==> config.mk <==
export PLATFORM = sky130hd
export DESIGN_NAME = pulse_stretcher
export DESIGN_NICKNAME = d
export VERILOG_FILES = /design/src/rtl/pulse_util_pkg.sv /design/src/rtl/pend_counter.sv /design/src/rtl/pulse_stretcher.sv
export SDC_FILE = /design/constraint.sdc
export NUM_CORES = 1
export LEC_CHECK = 0
export CELL_PAD_IN_SITES_DETAIL_PLACEMENT = 1
export CELL_PAD_IN_SITES_GLOBAL_PLACEMENT = 1
export CORE_AREA = 2 2 48 50
export DETAILED_ROUTE_END_ITERATION = 7
export DIE_AREA = 0 0 50 52
export PLACE_DENSITY_LB_ADDON = 0.1
export SLEW_MARGIN = 0
export SYNTH_ARGS = -nofsm -noshare
export SYNTH_HDL_FRONTEND = slang
export SYNTH_HIERARCHICAL = 1
export SYNTH_SLANG_ARGS = --single-unit
==> constraint.sdc <==
create_clock -name clk_i -period 1.7 [get_ports clk_i]
set_input_delay 0.255 -clock clk_i [delete_from_list [all_inputs] [get_ports clk_i]]
set_output_delay 0.255 -clock clk_i [all_outputs]
set_load 0.01 [all_outputs]
==> src/rtl/pulse_util_pkg.sv <==
// Shared types and helpers for the pulse stretcher and related event-shaping blocks.
package pulse_util_pkg;

  typedef enum logic [1:0] {
    StIdle,
    StHigh,
    StGap
  } state_e;

  function automatic int unsigned max(int unsigned a, int unsigned b);
    return (a > b) ? a : b;
  endfunction

endpackage

==> src/rtl/pend_counter.sv <==
// Saturating up/down counter with synchronous clear; simultaneous inc and dec cancel.
module pend_counter #(
  parameter int unsigned MAX = 3
) (
  input  logic                       clk_i,
  input  logic                       rst_ni,
  input  logic                       clr_i,
  input  logic                       inc_i,
  input  logic                       dec_i,
  output logic [$clog2(MAX+1)-1:0]   count_o,
  output logic                       sat_o
);

  localparam int unsigned W = $clog2(MAX + 1);
  localparam logic [W-1:0] CntMax = W'(MAX);

  logic [W-1:0] count_d, count_q;

  always_comb begin
    count_d = count_q;
    if (clr_i) begin
      count_d = '0;
    end else if (inc_i && !dec_i && (count_q != CntMax)) begin
      count_d = count_q + 1'b1;
    end else if (dec_i && !inc_i && (count_q != '0)) begin
      count_d = count_q - 1'b1;
    end
  end

  always_ff @(posedge clk_i or negedge rst_ni) begin
    if (!rst_ni) begin
      count_q <= '0;
    end else begin
      count_q <= count_d;
    end
  end

  assign count_o = count_q;
  assign sat_o   = (count_q == CntMax);

endmodule

==> src/rtl/pulse_stretcher.sv <==
// Stretches one-cycle pulses into WIDTH-cycle windows separated by at least GAP low cycles.
// Define PULSE_STRETCHER_RETRIGGER_EN to replace queueing with window retriggering.
module pulse_stretcher
  import pulse_util_pkg::*;
#(
  parameter int unsigned WIDTH    = 8,
  parameter int unsigned GAP      = 2,
  parameter int unsigned MAX_PEND = 3
) (
  input  logic                            clk_i,
  input  logic                            rst_ni,
  input  logic                            pulse_i,
  input  logic                            clear_i,
  output logic                            level_o,
  output logic                            done_o,
  output logic [$clog2(MAX_PEND+1)-1:0]   pend_o,
  output logic                            overflow_o
);

  localparam int unsigned CntW  = $clog2(max(WIDTH, GAP) + 1);
  localparam int unsigned PendW = $clog2(MAX_PEND + 1);

  localparam logic [CntW-1:0] WidthLoad = CntW'(WIDTH - 1);
  localparam logic [CntW-1:0] GapLoad   = CntW'((GAP > 0) ? GAP - 1 : 0);

  state_e          state_d, state_q;
  logic [CntW-1:0] cnt_d, cnt_q;
  logic            level_d, done_d, ovf_d, ovf_q;

`ifndef PULSE_STRETCHER_RETRIGGER_EN
  logic             pend_inc, pend_dec, pend_sat, pend_nz;
  logic [PendW-1:0] pend_cnt;

  pend_counter #(
    .MAX (MAX_PEND)
  ) u_pend_counter (
    .clk_i   (clk_i),
    .rst_ni  (rst_ni),
    .clr_i   (clear_i),
    .inc_i   (pend_inc),
    .dec_i   (pend_dec),
    .count_o (pend_cnt),
    .sat_o   (pend_sat)
  );

  assign pend_nz = (pend_cnt != '0);
  assign pend_o  = pend_cnt;
`else
  assign pend_o  = '0;
`endif

  always_comb begin
    state_d = state_q;
    cnt_d   = cnt_q;
    done_d  = 1'b0;
    ovf_d   = ovf_q;
`ifndef PULSE_STRETCHER_RETRIGGER_EN
    pend_inc = 1'b0;
    pend_dec = 1'b0;
`endif

    if (clear_i) begin
      state_d = StIdle;
      cnt_d   = '0;
      ovf_d   = 1'b0;
    end else begin
      unique case (state_q)
        StIdle: begin
`ifndef PULSE_STRETCHER_RETRIGGER_EN
          // A pulse left queued by a same-cycle arrival at window end is replayed from here.
          if (pend_nz) begin
            pend_dec = 1'b1;
            pend_inc = pulse_i;
          end
          if (pulse_i || pend_nz) begin
`else
          if (pulse_i) begin
`endif
            state_d = StHigh;
            cnt_d   = WidthLoad;
          end
        end

        StHigh: begin
`ifdef PULSE_STRETCHER_RETRIGGER_EN
          if (pulse_i) begin
            cnt_d = WidthLoad;
          end else if (cnt_q == '0) begin
            done_d = 1'b1;
            if (GAP > 0) begin
              state_d = StGap;
              cnt_d   = GapLoad;
            end else begin
              state_d = StIdle;
            end
          end else begin
            cnt_d = cnt_q - 1'b1;
          end
`else
          pend_inc = pulse_i;
          if (cnt_q == '0) begin
            done_d = 1'b1;
            if (GAP > 0) begin
              state_d = StGap;
              cnt_d   = GapLoad;
            end else if (pend_nz) begin
              cnt_d    = WidthLoad;
              pend_dec = 1'b1;
            end else begin
              state_d = StIdle;
            end
          end else begin
            cnt_d = cnt_q - 1'b1;
          end
`endif
        end

        StGap: begin
`ifdef PULSE_STRETCHER_RETRIGGER_EN
          if (pulse_i) begin
            ovf_d = 1'b1;
          end
          if (cnt_q == '0) begin
            state_d = StIdle;
          end else begin
            cnt_d = cnt_q - 1'b1;
          end
`else
          pend_inc = pulse_i;
          if (cnt_q == '0) begin
            if (pend_nz) begin
              state_d  = StHigh;
              cnt_d    = WidthLoad;
              pend_dec = 1'b1;
            end else begin
              state_d = StIdle;
            end
          end else begin
            cnt_d = cnt_q - 1'b1;
          end
`endif
        end

        default: begin
          state_d = StIdle;
          cnt_d   = '0;
        end
      endcase

`ifndef PULSE_STRETCHER_RETRIGGER_EN
      // Only a lone increment into a full queue loses a pulse.
      if (pend_inc && !pend_dec && pend_sat) begin
        ovf_d = 1'b1;
      end
`endif
    end

    level_d = (state_d == StHigh);
  end

  always_ff @(posedge clk_i or negedge rst_ni) begin
    if (!rst_ni) begin
      state_q <= StIdle;
      cnt_q   <= '0;
      level_o <= 1'b0;
      done_o  <= 1'b0;
      ovf_q   <= 1'b0;
    end else begin
      state_q <= state_d;
      cnt_q   <= cnt_d;
      level_o <= level_d;
      done_o  <= done_d;
      ovf_q   <= ovf_d;
    end
  end

  assign overflow_o = ovf_q;

endmodule

==> results of run 1 <==
final cells by class:
class	count	area, um2
Fill cell	248	997
Tap cell	28	35.0
Clock buffer	3	22.5
Timing Repair Buffer	34	279
Sequential cell	11	275
Inverter	5	18.8
Multi-Input combinational cell	61	473
Clock inverter	1	5.00
state kept, by name (all words and copies together), names as in the netlist:
signal	count
cnt_q	4
done_o	1
level_o	1
overflow_o	1
state_q	2
u_pend_counter/count_o	2
through the flow:
stage                     instance area (um2)  TNS, ns
final                                    1110   -0.175
after detailed placement                 1000   -0.341
after CTS                                1070   -0.293
after global placement                   1000   -0.178
after global routing                     1110   -0.589
after floorplan                           719   -0.264
worst max-delay path, stage by stage (launching register included):
cell and delay, ns:
dfrtp_1 0.38, or4_4 0.56, nor2_4 0.10, o21ai_2 0.07, nor2_2 0.12, and2b_2 0.25, o21ai_1 0.12, a21oi_1 0.08
timing repair:
action                                  in CTS  in global routing
setup buffers                                2                  3
pin swaps                                    5                  8
endpoints found under the setup margin       2                  9
gates resized for setup                      7                  7
power groups by stage:
| stage | clock network (mW) | logic [mW] | registers [mW] |
|---|---|---|---|
| after global routing | 0.202 | 0.439 | 0.308 |
| after CTS | 0.187 | 0.368 | 0.304 |
| after global placement | 0 | 0.339 | 0.307 |
| after detailed placement | 0 | 0.344 | 0.310 |
| final | 0.181 | 0.400 | 0.304 |
| after floorplan | 0 | 0.165 | 0.320 |
cell families after synthesis:
group | Yosys count | share of synthesized area
simple gates | 31 | 0.263
buf+inv | 5 | 0.0261
flops | 11 | 0.383
mux | 1 | 0.0139
fa+ha+maj | 4 | 0.0696
compound gates | 25 | 0.245
metal layers:
metal | wire length, um | share of wire
met1 | 917 | 0.45
met2 | 1020 | 0.50
met3 | 62 | 0.030
met4 | 38 | 0.019
met5 | 0 | 0
cell usage in the layout (no fill, tap or decap), drive strengths merged:
cell type      instances
a211oi                 2
a21oi                  7
a221oi                 1
a311oi                 1
a31o                   1
a32o                   1
and2                   2
and2b                  1
and3                   1
buf                   26
clkbuf                 3
clkdlybuf4s50          8
clkinv                 1
dfrtp                 11
ha                     4
inv                    5
mux2i                  1
nand2                  2
nand3b                 1
nor2                  11
nor2b                  1
nor3                   4
nor4                   2
nor4b                  1
o21a                   1
o21ai                  8
o21bai                 1
o31a                   2
or2                    2
or2b                   2
or4                    1
worst paths after layout:
check                                       endpoint  depth (start not counted)  startpoint
max                        u_pend_counter/count_o[1]                          7    cnt_q[1]
min                        u_pend_counter/count_o[0]                          1      rst_ni
max reg2reg                u_pend_counter/count_o[1]                          7    cnt_q[1]
min reg2reg                               overflow_o                          1  overflow_o
max in group asynchronous                 state_q[0]                          1      rst_ni
min in group clk_i                        overflow_o                          1  overflow_o
==> impl_results.md, run 1 <==
- Clk sinks: 11
- Core area: 0.00211 mm2
- Synthesis-to-layout area growth: 54.1%
- GPL Wtd Cong: 0.865
- Worst VDD drop: 0.445 mV
- P_leak: 0.486 nW
- RSZ-0062 raised after global routing: true
- Failing checks: setup timing
- Floorplan die width: roughly 50 um
- Largest net degree at the start of global routing: 12
- Post-DP HPWL: 1.61 mm
- Die area: 0.00260 mm2
- Clock slew at reported path FFs: approximately 0.08 ns
- H-tree Lvls: 1
- CP Data Required Time: 1.86 ns
- Vias: 728
- Final setup violation count: 3
- Maxcap violations: 0
- Setup CP Type: reg2reg
- Main synth FF type: dfrtp_1
- CP startpoint kind: flop
- Worst slack, placed: -0.174 ns
- Synth top area share: 0.383
- Post-layout min period: 1.79 ns
- DR pass1 iterations: 4
- Leading post-synthesis cells by cell area: dfrtp_1 (38%), ha_1 (7.0%), nor2_1 (5.7%)
- Antenna violations before repair: 0
- Core Util, Final: 0.526
- Design Power: 885 uW
- Drt via density: just over 5
- Power per standard cell area: 798 mW/mm2
- Leading area contributor after synthesis: dfrtp_1
- GR Util met3: 0.0402
- Synth unique cells: 30
- Clk Latency, worst-skew pair: roughly 0.27 ns
- GR Layer Usage met1: 0.224
- CTS buffer count: 3
- Max-slew violation count: 0
- Status: finished, violations left
- Cell Area, Synth: between 700 and 800 um2
- Hold bufs inserted after CTS: 0
- Synth Register Bits: 11
- Achievable frequency: 559 MHz
- Global route overflow: 0
- Final non-filler cell total: 143
- Tightest Pin Transition: 0.504 ns
- Drt initial violations: 5
- Post-synth ARST share: 1.00
- Ys Warns: 6
- Mapped Avg Cell Area: 9.34 um2
- Net Sw Frac: 0.342
- Period utilization: 1.05
- Seq/Total Area, Yosys: 0.383
- M2 GR Usage: 0.327
- Crit-path max FO: 3
- Final WL: 2.04 mm
- Layout cells sized above 1: 0.417
- # port buffers: 8
- Remaining antenna violation count: 0
- Vias in the first global route: 781
- PnR worst setup slack: -0.0893 ns
- Final nets: approximately 120
- Crit. End Element: flop
- Comb pwr share: 0.452
- Synth Net Count: 85
- # placed instances: 135
- Clk_skew: between 0.008 and 0.009 ns
- First-pass GRT wire length: around 3.6 mm
- Synth top cells by count: dfrtp_1 (11), nor2_1 (11), a21oi_1 (7), o21ai_0 (6), inv_1 (5)
- Die height: 52 um
- WP data arrival: between 1.5 and 2 ns
- Fin. Hold Viols: 0
- Clock Tree Root: clkbuf_4
- N_diodes: 0
- IO Pins: 9
- Row Count: 17
- Synthesized instance count: 77
- R2R setup slack: -0.09 ns
- GRT Total Usage: 0.191
- Net Switching: between 300 and 400 uW
- Min Hold Slack: 0.311 ns
- Worst min-delay path category: in2async
- Per-cell routed wire length: between 10 and 15 um
- Slew headroom: 0.663
- Internal power: 582 uW
- Initial Util: 0.342
- Power share of the clock group: 0.205
- DRC: 0
- Most used routing layer: met2
- TritonCTS clock tree: yes
- Post-synth EDFFs: 0
- Sequential share of power: 0.343
- CTS Buffer Depth: 2
Power figures use the tool's default switching activity.
==> inputs of run 2 (changes only) <==
PLACE_DENSITY = 0.74   (was not set)
PLACE_DENSITY_LB_ADDON = not set   (was 0.1)
==> impl_results.md, run 2 (synthesis results as in run 1) <==
- Clock slew at reported path FFs: 0.08 ns (about the same)
- Clk_skew: 0.00705 ns (-0.00106 ns)
- Core area: 0.00211 mm2 (unchanged)
- GRT Total Usage: 0.188 (-0.00332)
- Remaining antenna violation count: 0 (unchanged)
- Crit-path most repeated cell: o21ai_2
- Setup CP Type: reg2reg
- DR pass1 iterations: 3 (-1)
- CP max stage cell: or4_4
- # placed instances: 134 (-0.74%)
- Drt initial violations: 3 (-2)
- Drt via density: 5.12 (+0.58%)
- Slew headroom: 0.654 (-0.00867)
- Crit-path cells: or4_4 -> nor2_4 -> o21ai_2 -> nor2_2 -> or2b_1 -> o21ai_2 -> a221oi_2
- Vias: 722 (-0.82%)
- Final nets: 122 (-1.6%)
- Die area: 0.00260 mm2 (unchanged)
- Final WL: 2.10 mm (+3.0%)
- Die height: 52 um (unchanged)
- Clk Latency, worst-skew pair: 0.28 ns (about the same)
- Global route overflow: 0 (unchanged)
- Hold bufs inserted after CTS: 0 (unchanged)
- P_leak: 0.470 nW (-3.4%)
- DRC: 0 (unchanged)
- H-tree Lvls: 1 (unchanged)
- Initial Util: 0.342 (unchanged)
- Clk sinks: 11 (unchanged)
- Post-layout min period: 1.80 ns (+0.0150 ns)
- IO Pins: 9 (unchanged)
- Crit-path max FO: 4 (+1)
- TritonCTS clock tree: yes
- Synthesis-to-layout area growth: 50.4%
- Achievable frequency: 554 MHz (-0.83%)
- # port buffers: 8 (unchanged)
- Fin. Hold Viols: 0 (unchanged)
- Tightest Pin Transition: 0.517 ns (+0.0130 ns)
- Maxcap violations: 0 (unchanged)
- Largest register FFs: 4 (unchanged)
- Post-DP HPWL: 1.60 mm (-0.70%)
- CTS Buffer Depth: 2 (unchanged)
- Status: finished, violations left
- Period utilization: 1.06 (+0.00882)
- Min Hold Slack: 0.309 ns (-0.00211 ns)
- Floorplan die width: 50 um (unchanged)
- RSZ-0062 raised after global routing: true
- Worst VDD drop: 0.357 mV (-20%)
- Largest net degree at the start of global routing: 12 (unchanged)
- Clock Tree Root: clkbuf_4
- N_diodes: 0 (unchanged)
- Crit. End Element: flop
- Max-slew violation count: 0 (unchanged)
- CP max stage delay: 0.55 ns (about the same)
- Final setup violation count: 2 (-1)
- Layout cells sized above 1: 0.425 (+0.00739)
- Antenna violations before repair: 0 (unchanged)
- CP startpoint kind: flop
- Per-cell routed wire length: 14.9 um (+4.5%)
- CTS buffer count: 3 (unchanged)
- Most common cell after layout, fill and taps aside: buf_4
- Final non-filler cell total: 141 (-1.4%)
- Row Count: 17 (unchanged)
- Most frequent cells in the layout: buf_4 (24), dfrtp_1 (10), clkdlybuf4s50_1 (8)
- Failing checks: setup timing
- Setup TNS: -0.202 ns (-0.0278 ns)
- GPL Wtd Cong: 0.824 (-4.7%)
- CP Data Required Time: 1.87 ns (about the same)
- WP data arrival: 1.98 ns (+0.03 ns)
- Power per standard cell area: 797 mW/mm2 (-0.17%)
- Worst min-delay path category: in2async
- PnR worst setup slack: -0.104 ns (-0.0150 ns)
- Reg with most FFs: cnt_q
- First-pass GRT wire length: 3.59 mm (-1.2%)
- Vias in the first global route: 760 (-2.7%)
[run 2: metrics by stage]
step	cell area, um2	setup slack [ns]	power [mW]	util
2_1_floorplan	719	-0.137	0.484	-
3_3_place_gp	992	-0.121	0.639	0.471
3_5_place_dp	992	-0.196	0.650	0.471
4_1_cts	1070	-0.110	0.861	0.509
5_1_grt	1080	-0.187	0.919	0.514
6_report	1080	-0.104	0.862	0.514
[run 2: cell type report]
type                       instances  area, um2
clock buffer                       3       22.5
inverter                           5       18.8
tap                               28       35.0
clock inverter                     1       5.00
timing repair buffer              32        260
sequential                        11        277
multi-input combinational         61        464
fill                             243       1020
[run 2: worst paths after layout]
kind | start | to | slack (ns) | depth (start not counted)
worst max register to register | cnt_q[0] | u_pend_counter/count_o[0] | -0.10 | 7
min in group clk_i | overflow_o | overflow_o | 0.52 | 1
worst min register to register | overflow_o | overflow_o | 0.52 | 1
worst max-delay path | cnt_q[0] | u_pend_counter/count_o[0] | -0.10 | 7
worst min-delay path | rst_ni | cnt_q[3] | 0.31 | 1
max in group asynchronous | rst_ni | u_pend_counter/count_o[1] | 1.02 | 1
[run 2: metal layers]
layer / GRT usage / share of wire
met1: 0.242 / 0.46
met5: 0 / 0
met2: 0.303 / 0.49
met3: 0.0402 / 0.023
met4: 0.0833 / 0.027
[run 2: repair_timing]
item                                    in CTS  in global routing
pin swaps                                    4                  7
endpoints found under the setup margin       3                 10
cloned                                       0                  0
buffers inserted                             3                  1
gates resized for setup                      9                  5
[run 2: worst max-delay path: cells and delay by family, from the launching register on]
kind | cells | cell delay [ns]
DFF | 1 | 0.38
AOI/OAI and AO/OA | 3 | 0.23
and+or+nand+nor | 4 | 1.08
[run 2: power by group]
group          leakage, nW  switching (mW)  internal, mW  total [mW]
Combinational        0.307           0.186         0.185       0.372
Sequential           0.145          0.0168         0.287       0.304
Clock               0.0177          0.0992        0.0874       0.187
Total                0.470           0.302         0.560       0.862
==> inputs of run 3 (changes only) <==
CORE_AREA = 2 2 46 48   (was 2 2 48 50)
DIE_AREA = 0 0 48 50   (was 0 0 50 52)
PLACE_DENSITY = 0.76   (was 0.74)
clock period = 2.31 ns   (was 1.7 ns; I/O delays follow)
==> impl_results.md, run 3 (synthesis results as in run 1) <==
- Initial Util: 0.378 (+0.0366)
- P_leak: 0.351 nW (-25%)
- TritonCTS clock tree: yes
- Post-layout min period: 2.02 ns (+0.212 ns)
- Fin. Hold Viols: 0 (unchanged)
- Post-DP HPWL: 1.33 mm (-16%)
- CP max stage delay: 0.60 ns (+0.05 ns)
- Setup TNS: 0 ns (+0.202 ns)
- Die height: 50 um (-3.8%)
- Final nets: 99 (-19%)
- RSZ-0062 raised after global routing: false
- Crit-path most repeated cell: nor2_1
- DRC: 0 (unchanged)
- Final setup violation count: 0 (-2)
- Drt initial violations: 13 (+10)
- Hold bufs inserted after CTS: 0 (unchanged)
- Per-cell routed wire length: 15.0 um (+0.54%)
- Remaining antenna violation count: 0 (unchanged)
- Reg-to-reg endpoint: u_pend_counter/count_o[1]
- N_diodes: 0 (unchanged)
- GRT Total Usage: 0.180 (-0.00793)
- Global route overflow: 0 (unchanged)
- Crit-path cells: or4_4 -> nor2_1 -> o21ai_1 -> nor2_1 -> and2b_2 -> o21ai_0 -> a21oi_1
- Status: finished, final reports clean
- Worst VDD drop: 0.398 mV (+12%)
- Reg with most FFs: cnt_q
- Placed inst area: 841 um2 (-15%)
- Clock slew at reported path FFs: 0.08 ns (about the same)
- # placed instances: 113 (-16%)
- Achievable frequency: 496 MHz (-11%)
- Worst slack, placed: 0.319 ns (+0.515 ns)
- Layout cells sized above 1: 0.144 (-0.280)
- CP Data Required Time: 2.48 ns (+0.61 ns)
- Power per standard cell area: 642 mW/mm2 (-19%)
- Drt via density: 5.48 (+7.0%)
- Clk sinks: 11 (unchanged)
- H-tree Lvls: 1 (unchanged)
- Max-slew violation count: 0 (unchanged)
- Row Count: 16 (-1)
- IO Pins: 9 (unchanged)
- Clock Tree Root: clkbuf_4
- Synthesis-to-layout area growth: 20.5%
- Crit-path max FO: 5 (+1)
- Largest register FFs: 4 (unchanged)
- GPL Wtd Cong: 0.852 (+3.3%)
- Crit path max-delay family: simple AND/OR/NAND/NOR gates
- Antenna violations before repair: 0 (unchanged)
- Slew headroom: 0.546 (-0.108)
- Vias in the first global route: 620 (-18%)
- Period utilization: 0.873 (-0.188)
- FILL cells: 221 (-9.1%)
- Clk_skew: 0.00388 ns (-0.00317 ns)
- First-pass GRT wire length: 3.02 mm (-16%)
- Core Util, Final: 0.456 (-0.0580)
- FF-to-FF path depth: 7 (unchanged)
- Most frequent cells in the layout: nor2_1 (11), dfrtp_1 (11), clkdlybuf4s50_1 (8)
- PnR worst setup slack: 0.294 ns (+0.398 ns)
- CTS buffer count: 3 (unchanged)
- Setup CP Type: reg2reg
- R2R setup slack: 0.29 ns (+0.40 ns)
- CP startpoint kind: flop
- Final non-filler cell total: 117 (-17%)
- CP max stage cell: or4_4
- CTS resizes: 0 (-9)
- CTS Buffer Depth: 2 (unchanged)
- Worst min-delay path category: in2async
- # port buffers: 8 (unchanged)
- Clk Latency, worst-skew pair: 0.28 ns (about the same)
- DR pass1 iterations: 4 (+1)
- Crit. End Element: flop
- R2r startpoint: cnt_q[1]
- Worst Path Buf+Inv: 0 (unchanged)
- Final WL: 1.75 mm (-17%)
- Maxcap violations: 0 (unchanged)
- Floorplan die width: 48 um (-4.0%)
- Core area: 0.00190 mm2 (-9.7%)
- Post-route cell area: 867 um2 (-20%)
- Post-CTS setup buffer count: 0 (-3)
- Largest net degree at the start of global routing: 12 (unchanged)
- WP data arrival: 2.19 ns (+0.21 ns)
- Vias: 641 (-11%)
- Tightest Pin Transition: 0.675 ns (+0.158 ns)
- Die area: 0.00240 mm2 (-7.7%)
-- run 3: metrics by stage --
step	hold WS, ns	power (mW)
after floorplan	0.0509	0.356
after global placement	0.484	0.413
after detailed placement	0.487	0.414
after CTS	0.430	0.555
after global routing	0.459	0.589
final	0.396	0.556
-- run 3: worst register-to-register path, cell delays in order (launching register included) --
cell and delay (ns):
dfrtp_1 0.43, or4_4 0.60, nor2_1 0.12, o21ai_1 0.08, nor2_1 0.21, and2b_2 0.25
o21ai_0 0.14, a21oi_1 0.08
-- run 3: cell type report --
cell class	count	area, um2	share of cell area
clock buffer	4	26.3	0.0303
inverter	5	18.8	0.0216
multi-input combinational	61	425	0.491
sequential	11	275	0.317
tap	27	33.8	0.0390
timing repair buffer	9	87.6	0.101
-- run 3: report_power, final --
part           leakage [nW]  total [mW]  switching (mW)  internal (mW)
combinational         0.189       0.177          0.0979         0.0790
clock                0.0150       0.144          0.0770         0.0671
sequential            0.147       0.235          0.0243          0.211
total                 0.351       0.556           0.199          0.357
-- run 3: how the worst max path moves through the flow --
stage | startpoint | end | depth (start not counted)
after detailed placement | cnt_q[1] | u_pend_counter/count_o[1] | 7
after global routing | state_q[0] | u_pend_counter/count_o[1] | 9
final | cnt_q[1] | u_pend_counter/count_o[1] | 7
after global placement | cnt_q[1] | u_pend_counter/count_o[1] | 7
after CTS | cnt_q[1] | u_pend_counter/count_o[1] | 7
after floorplan | cnt_q[1] | u_pend_counter/count_o[1] | 7
-- run 3: per-layer routing --
metal,vias to the layer above,share of wire,global-route usage
met3,5,0.035,0.0440
met2,13,0.46,0.236
met4,0,0.022,0.0811
met1,313,0.48,0.271
met5,-,0,0
li1,310,-,-
